**config.mk**
```make
export PLATFORM = sky130hd
export DESIGN_NAME = mem_ctrl
export DESIGN_NICKNAME = d
export VERILOG_FILES = /design/src/rtl/mem_ctrl.sv
export SDC_FILE = /design/constraint.sdc
export NUM_CORES = 1
export LEC_CHECK = 0
export BUFFER_PORTS_ARGS = -buffer_cell sky130_fd_sc_hd__buf_2
export CAP_MARGIN = 10
export CORE_ASPECT_RATIO = 0.7
export CORE_UTILIZATION = 59
export DETAILED_ROUTE_END_ITERATION = 10
export PLACE_DENSITY = 0.9
export SLEW_MARGIN = 20
export SYNTH_ARGS = -nofsm -noshare
export SYNTH_HDL_FRONTEND = slang
export SYNTH_SLANG_ARGS = --single-unit
export TNS_END_PERCENT = 1
```
**constraint.sdc**
```tcl
create_clock -name clk -period 11.3 [get_ports clk]
set_input_delay 0 -clock clk [delete_from_list [all_inputs] [get_ports clk]]
set_output_delay 0 -clock clk [all_outputs]
set_load 0.05 [all_outputs]
```
**src/rtl/mem_ctrl.sv**
```systemverilog
// mem_ctrl: byte-serial memory controller between the IF/MEM stages and a
// single 8-bit synchronous RAM port. Data accesses win arbitration over
// instruction fetches. Each access is split into 1, 2 or 4 little-endian
// byte transfers. Loads are reassembled and optionally sign-extended, and
// the owner gets a one-cycle done pulse.
//
// Ports
//   clk, rst        system clock (rising edge), async active-high reset
//   if_req/if_addr  fetch request (always a 4-byte read)
//   if_done/if_inst fetch done pulse and fetched word
//   mem_*           data request: we, addr, size, sext, wdata
//   mem_done        data done pulse, mem_rdata valid for loads
//   ram_addr/din/wr RAM byte address, write data, write enable
//   ram_dout        RAM read data, one cycle after its address
//   busy            controller not idle
//
// state    | meaning
// ---------+-------------------------------------------------------------
// ST_IDLE  | sample requests; accept data first, then fetch
// ST_READ  | present byte addresses, capture ram_dout one cycle later
// ST_WRITE | present one byte per cycle with ram_wr high
// ST_DONE  | owner's done is high; requests are not sampled here
module mem_ctrl #(
   parameter int ADDR_W = 32
) (
   input  logic              clk,
   input  logic              rst,
   input  logic              if_req,
   input  logic [ADDR_W-1:0] if_addr,
   output logic              if_done,
   output logic [31:0]       if_inst,
   input  logic              mem_req,
   input  logic              mem_we,
   input  logic [ADDR_W-1:0] mem_addr,
   input  logic [1:0]        mem_size,
   input  logic              mem_sext,
   input  logic [31:0]       mem_wdata,
   output logic              mem_done,
   output logic [31:0]       mem_rdata,
   output logic [ADDR_W-1:0] ram_addr,
   output logic [7:0]        ram_din,
   output logic              ram_wr,
   input  logic [7:0]        ram_dout,
   output logic              busy
);

   typedef enum logic [1:0] {
      ST_IDLE  = 2'd0,
      ST_READ  = 2'd1,
      ST_WRITE = 2'd2,
      ST_DONE  = 2'd3
   } state_t;

   state_t              state_q, state_d;
   logic [2:0]          cnt_q, cnt_d;
   logic [1:0]          lst_q, lst_d;
   logic [ADDR_W-1:0]   addr_q, addr_d;
   logic [31:0]         wdata_q, wdata_d;
   logic                sext_q, sext_d;
   logic                own_q, own_d;
   logic [31:0]         rbuf_q, rbuf_d;

   logic                if_done_q, if_done_d;
   logic [31:0]         if_inst_q, if_inst_d;
   logic                mem_done_q, mem_done_d;
   logic [31:0]         mem_rdata_q, mem_rdata_d;
   logic [ADDR_W-1:0]   ram_addr_q, ram_addr_d;
   logic [7:0]          ram_din_q, ram_din_d;
   logic                ram_wr_q, ram_wr_d;
   logic                busy_q, busy_d;

   logic [2:0]          cnt_nx;
   logic [1:0]          bidx;
   logic [31:0]         asm_v;
   logic [31:0]         ext_v;

   // size code to index of the last byte: 0 -> byte, 1 -> half, 2/3 -> word
   function automatic logic [1:0] last_idx(input logic [1:0] size);
      case (size)
         2'b00:   last_idx = 2'd0;
         2'b01:   last_idx = 2'd1;
         default: last_idx = 2'd3;
      endcase
   endfunction

   always_comb begin
      state_d     = state_q;
      cnt_d       = cnt_q;
      lst_d       = lst_q;
      addr_d      = addr_q;
      wdata_d     = wdata_q;
      sext_d      = sext_q;
      own_d       = own_q;
      rbuf_d      = rbuf_q;
      if_done_d   = 1'b0;
      if_inst_d   = if_inst_q;
      mem_done_d  = 1'b0;
      mem_rdata_d = mem_rdata_q;
      ram_addr_d  = ram_addr_q;
      ram_din_d   = ram_din_q;
      ram_wr_d    = 1'b0;
      cnt_nx      = cnt_q + 3'd1;
      bidx        = cnt_q[1:0] - 2'd1;
      asm_v       = rbuf_q;
      ext_v       = rbuf_q;

      case (state_q)
         ST_IDLE: begin
            if (mem_req) begin
               addr_d     = mem_addr;
               wdata_d    = mem_wdata;
               lst_d      = last_idx(mem_size);
               sext_d     = mem_sext & ~mem_we;
               own_d      = 1'b1;
               cnt_d      = 3'd0;
               rbuf_d     = 32'd0;
               ram_addr_d = mem_addr;
               if (mem_we) begin
                  ram_din_d = mem_wdata[7:0];
                  ram_wr_d  = 1'b1;
                  state_d   = ST_WRITE;
               end else begin
                  state_d   = ST_READ;
               end
            end else if (if_req) begin
               addr_d     = if_addr;
               lst_d      = 2'd3;
               sext_d     = 1'b0;
               own_d      = 1'b0;
               cnt_d      = 3'd0;
               rbuf_d     = 32'd0;
               ram_addr_d = if_addr;
               state_d    = ST_READ;
            end
         end

         ST_WRITE: begin
            if (cnt_q[1:0] == lst_q) begin
               ram_addr_d = '0;
               mem_done_d = own_q;
               if_done_d  = ~own_q;
               state_d    = ST_DONE;
            end else begin
               cnt_d      = cnt_nx;
               ram_addr_d = addr_q + ADDR_W'(cnt_nx);
               ram_din_d  = wdata_q[{cnt_nx[1:0], 3'b000} +: 8];
               ram_wr_d   = 1'b1;
            end
         end

         ST_READ: begin
            // cnt_q counts edges since accept; byte cnt_q-1 is on ram_dout now
            if (cnt_q != 3'd0)
               asm_v[{bidx, 3'b000} +: 8] = ram_dout;
            rbuf_d = asm_v;
            if (cnt_q == {1'b0, lst_q} + 3'd1) begin
               ext_v = asm_v;
               if (lst_q == 2'd0)
                  ext_v[31:8] = {24{sext_q & asm_v[7]}};
               else if (lst_q == 2'd1)
                  ext_v[31:16] = {16{sext_q & asm_v[15]}};
               if (own_q) begin
                  mem_rdata_d = ext_v;
                  mem_done_d  = 1'b1;
               end else begin
                  if_inst_d   = ext_v;
                  if_done_d   = 1'b1;
               end
               state_d = ST_DONE;
            end else begin
               cnt_d = cnt_nx;
               if (cnt_q < {1'b0, lst_q})
                  ram_addr_d = addr_q + ADDR_W'(cnt_nx);
               else
                  ram_addr_d = '0;
            end
         end

         ST_DONE: begin
            state_d = ST_IDLE;
         end

         default: begin
            state_d = ST_IDLE;
         end
      endcase

      busy_d = (state_d != ST_IDLE);
   end

   always_ff @(posedge clk or posedge rst) begin
      if (rst) begin
         state_q     <= ST_IDLE;
         cnt_q       <= 3'd0;
         lst_q       <= 2'd0;
         addr_q      <= '0;
         wdata_q     <= 32'd0;
         sext_q      <= 1'b0;
         own_q       <= 1'b0;
         rbuf_q      <= 32'd0;
         if_done_q   <= 1'b0;
         if_inst_q   <= 32'd0;
         mem_done_q  <= 1'b0;
         mem_rdata_q <= 32'd0;
         ram_addr_q  <= '0;
         ram_din_q   <= 8'd0;
         ram_wr_q    <= 1'b0;
         busy_q      <= 1'b0;
      end else begin
         state_q     <= state_d;
         cnt_q       <= cnt_d;
         lst_q       <= lst_d;
         addr_q      <= addr_d;
         wdata_q     <= wdata_d;
         sext_q      <= sext_d;
         own_q       <= own_d;
         rbuf_q      <= rbuf_d;
         if_done_q   <= if_done_d;
         if_inst_q   <= if_inst_d;
         mem_done_q  <= mem_done_d;
         mem_rdata_q <= mem_rdata_d;
         ram_addr_q  <= ram_addr_d;
         ram_din_q   <= ram_din_d;
         ram_wr_q    <= ram_wr_d;
         busy_q      <= busy_d;
      end
   end

   assign if_done   = if_done_q;
   assign if_inst   = if_inst_q;
   assign mem_done  = mem_done_q;
   assign mem_rdata = mem_rdata_q;
   assign ram_addr  = ram_addr_q;
   assign ram_din   = ram_din_q;
   assign ram_wr    = ram_wr_q;
   assign busy      = busy_q;

endmodule

```
==> run metrics, run 1 <==
Crit path required time=11680 ps; final core occ=77.6%; io pins=220; top layer in use=met4; Sink Count=213; initial antenna violation count=0; Nets=1397; Arr. time, crit path=4660 ps; first-pass GRT wire length=52800 µm; share of the synthesized area in the top cell type=51.4%; Synth Area per Inst=10.7 µm²; # rows=40; Placed Area=11500 µm²; post-DP HPWL=17700 µm; CTS tree=yes; final instance area=13300 µm²; TritonCTS Buffers=21; asr flop ratio synth=100%; Cell Area, Synth=10400 µm²; Fin. Hold Viols=0; die height=113 µm; Pre-antenna DRT Iters=5; total routed wirelength=33200 µm; met1 WL=12500 µm; share of post-route cells with drive strength above 1=26.0%; WL met2=15400 µm; Worst Hold Class=in -> reg; # setup viols final=0; Worst Hold Slack=23.4 ps; Post CTS Setup Buffer Count=0; Max H-tree Level=1; kind of critical path=reg -> reg; die footprint=18100 µm²; Critical Path Start Type=register; Setup WS pre-CTS=7420 ps; worst setup margin=7020 ps; Post-synth top cells=dfrtp_1, nor2_1, nand2_1, o21ai_0, a22o_1; wire length per cell=22.0 µm; Slew Limit Headroom=25.1%; largest net degree at the start of global routing=147; area leader, netlist=dfrtp_1; Routed Antenna Nets=0; synthesized flop and latch total=213; Final Cycle Share=37.9%; cell count after synthesis=968; Leak Pwr=6.11 nW; top-count cell post-synth=dfrtp_1; Syn-to-layout area delta=28.4%; Area contributors post-synth=dfrtp_1, mux2i_1, a22o_1, o21ai_0, nor2_1; number of enable flip-flop cells after synthesis=0; die span in x=160 µm; Met3 Routed Length=3680 µm; Port-buffer cells=219; final slew viol count=0; post-synthesis sequential area ratio=51.4%; Core Region=17200 µm²; Least-Margin Pin Slew=1120 ps; Fillers=982; Final Critical Period=4280 ps; Net Count, Synth=1099; DRC violations left=0; Worst-path clk slew=70 ps; Cell Pwr Density=326 nW/µm²; worst-path maximum fanout=18; number of global-route vias before repair=9885; Max rail drop VDD=0.233 mV; grt total ovfl=0; Root Buffer=clkbuf_16; Cell variety after synth=60; sum of negative setup slack=0 ps; RSZ-0062 raised after global routing=false; worst-skew pair later-pin latency=500 ps; Clock Skews=16.8 ps; Vias=9778; FMAX=234 MHz; post-DR vias/cell=6.47; outcome=completed; YS warnings=0; Crit. End Element=register; Synth Flop Type=dfrtp_1; CTS Buffer Depth=3; Initial Util=60.4%; MaxCap Viol Count=0; GP Congestion=0.845; All-Layer GR Usage=37.1%; Iter 0 DRT Violations=1146
==> cells in the final DEF, fill, tap and decap left out, types with 4 or more instances in the layout <==
master and count:
a21o_1 7, a21oi_1 34, a22o_1 56, a22oi_1 9, a31oi_1 20, a31oi_2 14
and3_1 7, buf_2 219, buf_4 7, clkbuf_1 4, clkbuf_16 21, clkbuf_8 5
clkinv_2 4, dfrtp_1 213, dlygate4sd3_1 113, ha_1 18, inv_1 16, mux2_2 32
mux2i_1 50, mux4_2 8, nand2_1 96, nand2b_1 4, nand3_1 12, nand4_1 17
nor2_1 100, nor3_1 8, nor3b_1 4, o21a_1 10, o21ai_0 78, o221ai_1 9
o22ai_1 8, xnor2_1 8, xor2_1 21
==> worst max-delay path, cell delays in order (launching register included) <==
cell	delay, ps
dfrtp_1	920
inv_1	280
ha_1	660
ha_1	440
a211oi_1	170
nor4_2	900
nand4_1	320
xor2_1	240
o22ai_1	250
==> per-stage QoR <==
stage,total power (W),instances
2_1_floorplan,0.00295,968
3_3_place_gp,0.00338,1360
3_5_place_dp,0.00346,1360
4_1_cts,0.00417,1509
5_1_grt,0.00453,1510
6_report,0.00434,1511
==> registers in the layout, summed over array words and instances (netlist names) <==
| signal | count |
|---|---|
| mem_done | 1 |
| rbuf_q | 32 |
| cnt_q | 3 |
| if_inst | 32 |
| own_q | 1 |
| busy | 1 |
| mem_rdata | 32 |
| if_done | 1 |
| ram_addr | 32 |
| sext_q | 1 |
| lst_q | 2 |
| wdata_q | 32 |
| addr_q | 32 |
| ram_wr | 1 |
| ram_din | 8 |
| state_q | 2 |
==> cell families after synthesis <==
family,share of synthesized area [%]
AO/OA/AOI/OAI,17.4
flip-flops,51.4
multiplexers,10.0
XOR/XNOR,2.45
AND/OR/NAND/NOR,12.9
buffers and inverters,3.51
adder cells (fa/ha/maj),2.37
==> report_power, final <==
| group | switching, W | internal [W] |
|---|---|---|
| combinational | 0.00159 | 0.000683 |
| clock | 0.000303 | 0.000376 |
| sequential | 0.000294 | 0.00109 |
| total | 0.00219 | 0.00215 |
==> cell type report <==
cell class	count	area, µm²	area share (%)
clock buffers	30	609	4.58
repair buffers	340	2290	17.2
inverters	18	75.1	0.564
clock inverters	6	36.3	0.272
diodes	1	2.50	0.0188
flip-flops and latches	213	5330	40.0
multi-input cells	672	4690	35.2
well taps	231	289	2.17
==> path summary, 6_finish.rpt <==
kind	start	cells after the start	endpoint	slack [ps]
min in group asynchronous	rst	3	wdata_q[14]	230
setup reg to reg	cnt_q[0]	8	ram_addr[19]	7020
hold reg to reg	mem_rdata[7]	2	mem_rdata[7]	480
setup / recovery	cnt_q[0]	8	ram_addr[19]	7020
hold / removal	mem_addr[9]	4	ram_addr[9]	20
max in group asynchronous	rst	4	ram_addr[4]	9520
==> what timing repair did <==
item | 4_1_cts | 5_1_grt
hold buffers | 113 | 0
endpoints found under the hold margin | 278 | 0
endpoints found under the setup margin | 0 | 0
gates resized for setup | 0 | 0
==> layer usage <==
metal | GRT usage, % | vias to the layer above
met5 | 0 | -
met4 | 18.1 | 0
met3 | 9.64 | 190
met2 | 58.8 | 829
met1 | 47.8 | 4673
li1 | - | 4086
(Power assumes the default switching activity.)
==> run 2: changes to the inputs <==
CORE_UTILIZATION = 50   (was 59)
PLACE_DENSITY = 0.82   (was 0.9)
clock period = 3.7 ns   (was 11.3 ns; I/O delays follow)
==> run 2 against run 1 <==
Net effect:
- die area rose by 18%
- sequential power grew to 3.0 times the previous value
- register-to-register slack got worse by 6600 ps
- total power rose to 3.0 times the previous value
- routed wire length shrank 14%
- cell area up 1.6%
- worst setup slack got worse by 6600 ps
- sequential share of layout area decreased by 0.63 points
- final cell count up 3.6%
- clock-buffer cell count is 2 higher
- critical path type unchanged
- critical endpoint is now ram_addr[29]
==> run metrics, run 2 (same netlist as run 1, synthesis figures left out) <==
share of post-route cells with drive strength above 1=26.2% (+0.24 points); Worst-path clk slew=60 ps (about the same); Iter 0 DRT Violations=793 (-31%); post-DP HPWL=18100 µm (+2.3%); first-pass GRT wire length=46200 µm (-13%); Fin. Hold Viols=0 (unchanged); critical-path cell list=inv_1, ha_1, ha_1, a211oi_1, nor2_1, nand4_1, xor2_1, o22ai_1; Nets=1410 (+0.93%); Sink Count=213 (unchanged); family with the most delay on the worst path=adder cells; most common cell after layout, fill and taps aside=buf_2; Clock Skews=12.2 ps (-4.56 ps); Final Cycle Share=88.4% (+51 points); kind of critical path=reg -> reg; grt total ovfl=0 (unchanged); Critical Path Start Type=register; Root Buffer=clkbuf_16; Least-Margin Pin Slew=1040 ps (-87.2 ps); number of global-route vias before repair=9029 (-8.7%); Worst Hold Class=in -> async; worst-skew pair later-pin latency=500 ps (about the same); DP Cell Count=1405 (+3.3%); worst setup margin=429 ps (-6590 ps); Final Critical Period=3270 ps (-1010 ps); Fillers=1521 (+55%); die span in x=174 µm (+8.5%); Slew Limit Headroom=30.6% (+5.6 points); R2R setup slack=430 ps (-6590 ps); reg2reg path depth=8 (unchanged); Crit. End Element=register; Layout Cells excl Fill=1565 (+3.6%); io pins=220 (unchanged); Setup WS pre-CTS=500 ps (-6920 ps); Worst Path Buf+Inv=1 (unchanged); initial antenna violation count=1 (+1); FMAX=306 MHz (+31%); outcome=completed; Leak Pwr=6.18 nW (+1.2%); leading cell types in the layout, fill and taps excluded=buf_2, dfrtp_1, dlygate4sd3_1; largest net degree at the start of global routing=95 (-35%); Max rail drop VDD=0.560 mV (+140%); Syn-to-layout area delta=30.5%; Port-buffer cells=219 (unchanged); Arr. time, crit path=3630 ps (-1030 ps); overall power=0.0130 W (+200%); DRC violations left=0 (unchanged); All-Layer GR Usage=27.0% (-10 points); RSZ-0062 raised after global routing=false; Post CTS Setup Buffer Count=0 (unchanged); post-DR vias/cell=5.77 (-11%); CP max stage cell=a211oi_1; Crit path required time=4060 ps (-7620 ps); Pre-antenna DRT Iters=5 (unchanged); CTS Buffer Depth=3 (unchanged); Cell Pwr Density=958 nW/µm² (+190%); # rows=43 (+7.5%); MaxCap Viol Count=0 (unchanged); # setup viols final=0 (unchanged); wire length per cell=18.3 µm (-17%); Routed Antenna Nets=0 (unchanged); reg2reg start=cnt_q[0]; die footprint=21300 µm² (+18%); Initial Util=51.7% (-8.7 points); critical path depth=8 (unchanged); TritonCTS Buffers=22 (+4.8%); Reg2Reg Capture Point=ram_addr[29]; Max H-tree Level=1 (unchanged); Vias=9027 (-7.7%); CP peak stage delay=720 ps (-200 ps); total routed wirelength=28600 µm (-14%); Core Region=20100 µm² (+17%); final slew viol count=0 (unchanged); GP Congestion=0.872 (+3.1%); CTS tree=yes; sum of negative setup slack=0 ps (unchanged); Most Frequent Cell on Critical Path=ha_1; worst-path maximum fanout=10 (-8); die height=122 µm (+8.5%)
-- run 2: area by class of cell --
cell class	instances	area [µm²]	share of cell area, %
Tap cell	270	338	2.50
Multi-Input combinational cell	672	4690	34.7
Clock inverter	7	37.5	0.277
Sequential cell	213	5330	39.4
Timing Repair Buffer	352	2430	18.0
Inverter	18	71.3	0.527
Clock buffer	32	629	4.65
Antenna cell	1	2.50	0.0185
-- run 2: power by group --
group | internal [W] | switching [W] | leakage, nW
combinational | 0.00214 | 0.00459 | 3.26
sequential | 0.00335 | 0.000801 | 2.59
clock | 0.00118 | 0.000910 | 0.330
total | 0.00666 | 0.00630 | 6.18
-- run 2: worst max-delay path by stage --
stage | start | end
6_report | cnt_q[0] | ram_addr[29]
5_1_grt | state_q[0] | lst_q[0]
4_1_cts | state_q[0] | lst_q[0]
3_5_place_dp | cnt_q[0] | ram_addr[31]
3_3_place_gp | cnt_q[0] | ram_addr[3]
2_1_floorplan | cnt_q[0] | ram_addr[3]
-- run 2: timing repair --
action / CTS / global route
gates resized for setup: 0 / 1
hold buffers: 119 / 0
endpoints found under the hold margin: 183 / 0
endpoints found under the setup margin: 0 / 1
-- run 2: worst min-delay path, cell delays in order --
cell and delay, ps:
dlygate4sd3_1 530, buf_2 130, clkinvlp_4 230
-- run 2: stage by stage --
stage / instance area (µm²) / utilization, % / hold WS (ps)
floorplan: 10400 / - / 148
global placement: 11600 / 58.0 / 232
detailed placement: 11600 / 58.0 / 236
CTS: 13500 / 67.3 / 2.88
global route: 13500 / 67.4 / 14.2
finish: 13500 / 67.4 / 6.50
-- run 2: per-layer routing --
layer  track usage, %  part of all wire [%]
met3             5.55                   7.4
met4             7.62                   2.2
met1             35.9                    43
met5                0                     0
met2             45.2                    48
==> run 3: changes to the inputs <==
MAX_ROUTING_LAYER = met4   (was default)
PLACE_DENSITY = 0.77   (was 0.82)
==> run 3 against run 2 <==
Net effect:
- critical path depth grew 1
- final cell count shrank 0.26%
- global-route usage is 0.63 points higher
- utilization is 0.087 points lower
==> run metrics, run 3 (same netlist as run 1, synthesis figures left out) <==
outcome=completed; Final Cycle Share=84.3% (-4.1 points); wire length per cell=18.0 µm (-1.7%); Fillers=1457 (-4.2%); Most Frequent Cell on Critical Path=ha_1; Layout Cells excl Fill=1561 (-0.26%); worst-path maximum fanout=14 (+4); MaxCap Viol Count=0 (unchanged); sum of negative setup slack=0 ps (unchanged); GP Congestion=0.831 (-4.7%); CTS Buffer Depth=3 (unchanged); first-pass GRT wire length=46000 µm (-0.34%); Max H-tree Level=1 (unchanged); number of global-route vias before repair=8768 (-2.9%); Nets=1408 (-0.14%); leading cell types in the layout, fill and taps excluded=buf_2, dfrtp_1, dlygate4sd3_1; Least-Margin Pin Slew=1020 ps (-18.3 ps); Slew Limit Headroom=31.9% (+1.3 points); family with the most delay on the worst path=compound AO/OA/AOI/OAI gates; die span in x=174 µm (unchanged); DRC violations left=0 (unchanged); Fin. Hold Viols=0 (unchanged); Cell Pwr Density=963 nW/µm² (+0.50%); Pre-antenna DRT Iters=8 (+3); post-DP HPWL=17800 µm (-2.0%); CTS tree=yes; TritonCTS Buffers=21 (-4.5%); Iter 0 DRT Violations=869 (+9.6%); kind of critical path=reg -> reg; Critical Path Start Type=register; io pins=220 (unchanged); Syn-to-layout area delta=30.3%; All-Layer GR Usage=27.6% (+0.63 points); grt total ovfl=0 (unchanged); die height=122 µm (unchanged); CP peak stage delay=670 ps (-50 ps); Port-buffer cells=219 (unchanged); # setup viols final=0 (unchanged); initial antenna violation count=1 (unchanged); total routed wirelength=28100 µm (-2.0%); Max rail drop VDD=0.612 mV (+9.4%); Sink Count=213 (unchanged); Crit. End Element=register; Final Critical Period=3120 ps (-153 ps); Leak Pwr=6.18 nW (about the same); most common cell after layout, fill and taps aside=buf_2; Worst Hold Class=in -> reg; largest net degree at the start of global routing=116 (+22%); post-DR vias/cell=5.62 (-2.5%); Crit path required time=4050 ps (about the same); final slew viol count=0 (unchanged); RSZ-0062 raised after global routing=false; Routed Antenna Nets=0 (unchanged); Core Region=20100 µm² (unchanged); Initial Util=51.7% (unchanged); CP max stage cell=a211oi_1; die footprint=21300 µm² (unchanged); FMAX=321 MHz (+4.9%); Vias=8777 (-2.8%); Arr. time, crit path=3470 ps (-160 ps); Worst-path clk slew=60 ps (about the same); Post CTS Setup Buffer Count=0 (unchanged); # rows=43 (unchanged); Root Buffer=clkbuf_16; DP Cell Count=1407 (+0.14%); critical-path cell list=inv_1, ha_1, buf_4, ha_1, a211oi_1, nor2_1, nand3_1, xor2_1, o21ai_0; worst-skew pair later-pin latency=500 ps (about the same); share of post-route cells with drive strength above 1=26.1% (-0.074 points); Clock Skews=11.4 ps (-0.814 ps); Worst Path Buf+Inv=2 (+1)
==> run 3: metrics by stage <==
stage	hold slack (ps)	utilization (%)	setup slack (ps)	cell area, µm²	power (W)
final	15.0	67.3	582	13500	0.0130
after floorplan	148	-	909	10400	0.00901
after global routing	49.6	67.3	290	13500	0.0138
after global placement	-43.8	58.0	832	11600	0.0104
after detailed placement	-41.6	58.0	734	11600	0.0106
after CTS	1.76	67.3	691	13500	0.0129
==> run 3: cell type report <==
| cell class | count | area, µm² | share of cell area, % |
|---|---|---|---|
| flip-flops and latches | 213 | 5330 | 39.5 |
| multi-input cells | 672 | 4690 | 34.7 |
| repair buffers | 351 | 2390 | 17.7 |
| clock buffers | 29 | 576 | 4.26 |
| well taps | 270 | 338 | 2.50 |
| clock inverters | 7 | 114 | 0.843 |
| inverters | 18 | 71.3 | 0.528 |
| diodes | 1 | 2.50 | 0.0185 |
==> run 3: metal layers <==
metal	share of wire (%)	vias to the layer above	GRT usage (%)
met4	1.9	0	6.25
li1	-	4118	-
met2	46	342	42.5
met5	0	-	-
met1	45	4267	38.5
met3	6.9	50	4.89
==> run 3: final timing paths <==
| check | startpoint | endpoint | slack [ps] | depth (start not counted) |
|---|---|---|---|---|
| min in group asynchronous | rst | mem_done | 560 | 4 |
| max in group asynchronous | rst | addr_q[13] | 2240 | 5 |
| min reg2reg | mem_rdata[10] | mem_rdata[10] | 470 | 2 |
| max reg2reg | cnt_q[1] | ram_addr[11] | 580 | 9 |
| min | mem_addr[25] | ram_addr[25] | 20 | 5 |
| max | cnt_q[1] | ram_addr[11] | 580 | 9 |
==> run 3: worst register-to-register path: stages (launching register included) <==
cell      delay (ps)
dfrtp_1          490
inv_1            130
ha_1             310
buf_4            260
ha_1             300
a211oi_1         670
nor2_1           340
nand3_1          200
xor2_1           160
o21ai_0          110
==> run 3: where the power goes <==
group / switching [W] / internal, W / total [W]
logic: 0.00460 / 0.00211 / 0.00671
clock network: 0.000893 / 0.00130 / 0.00219
registers: 0.000764 / 0.00334 / 0.00411
total: 0.00626 / 0.00676 / 0.0130
==> run 3: what timing repair did <==
action                    CTS  global route
resized for setup           0             0
hold endpoints to repair  349             0
hold buffers              117             0
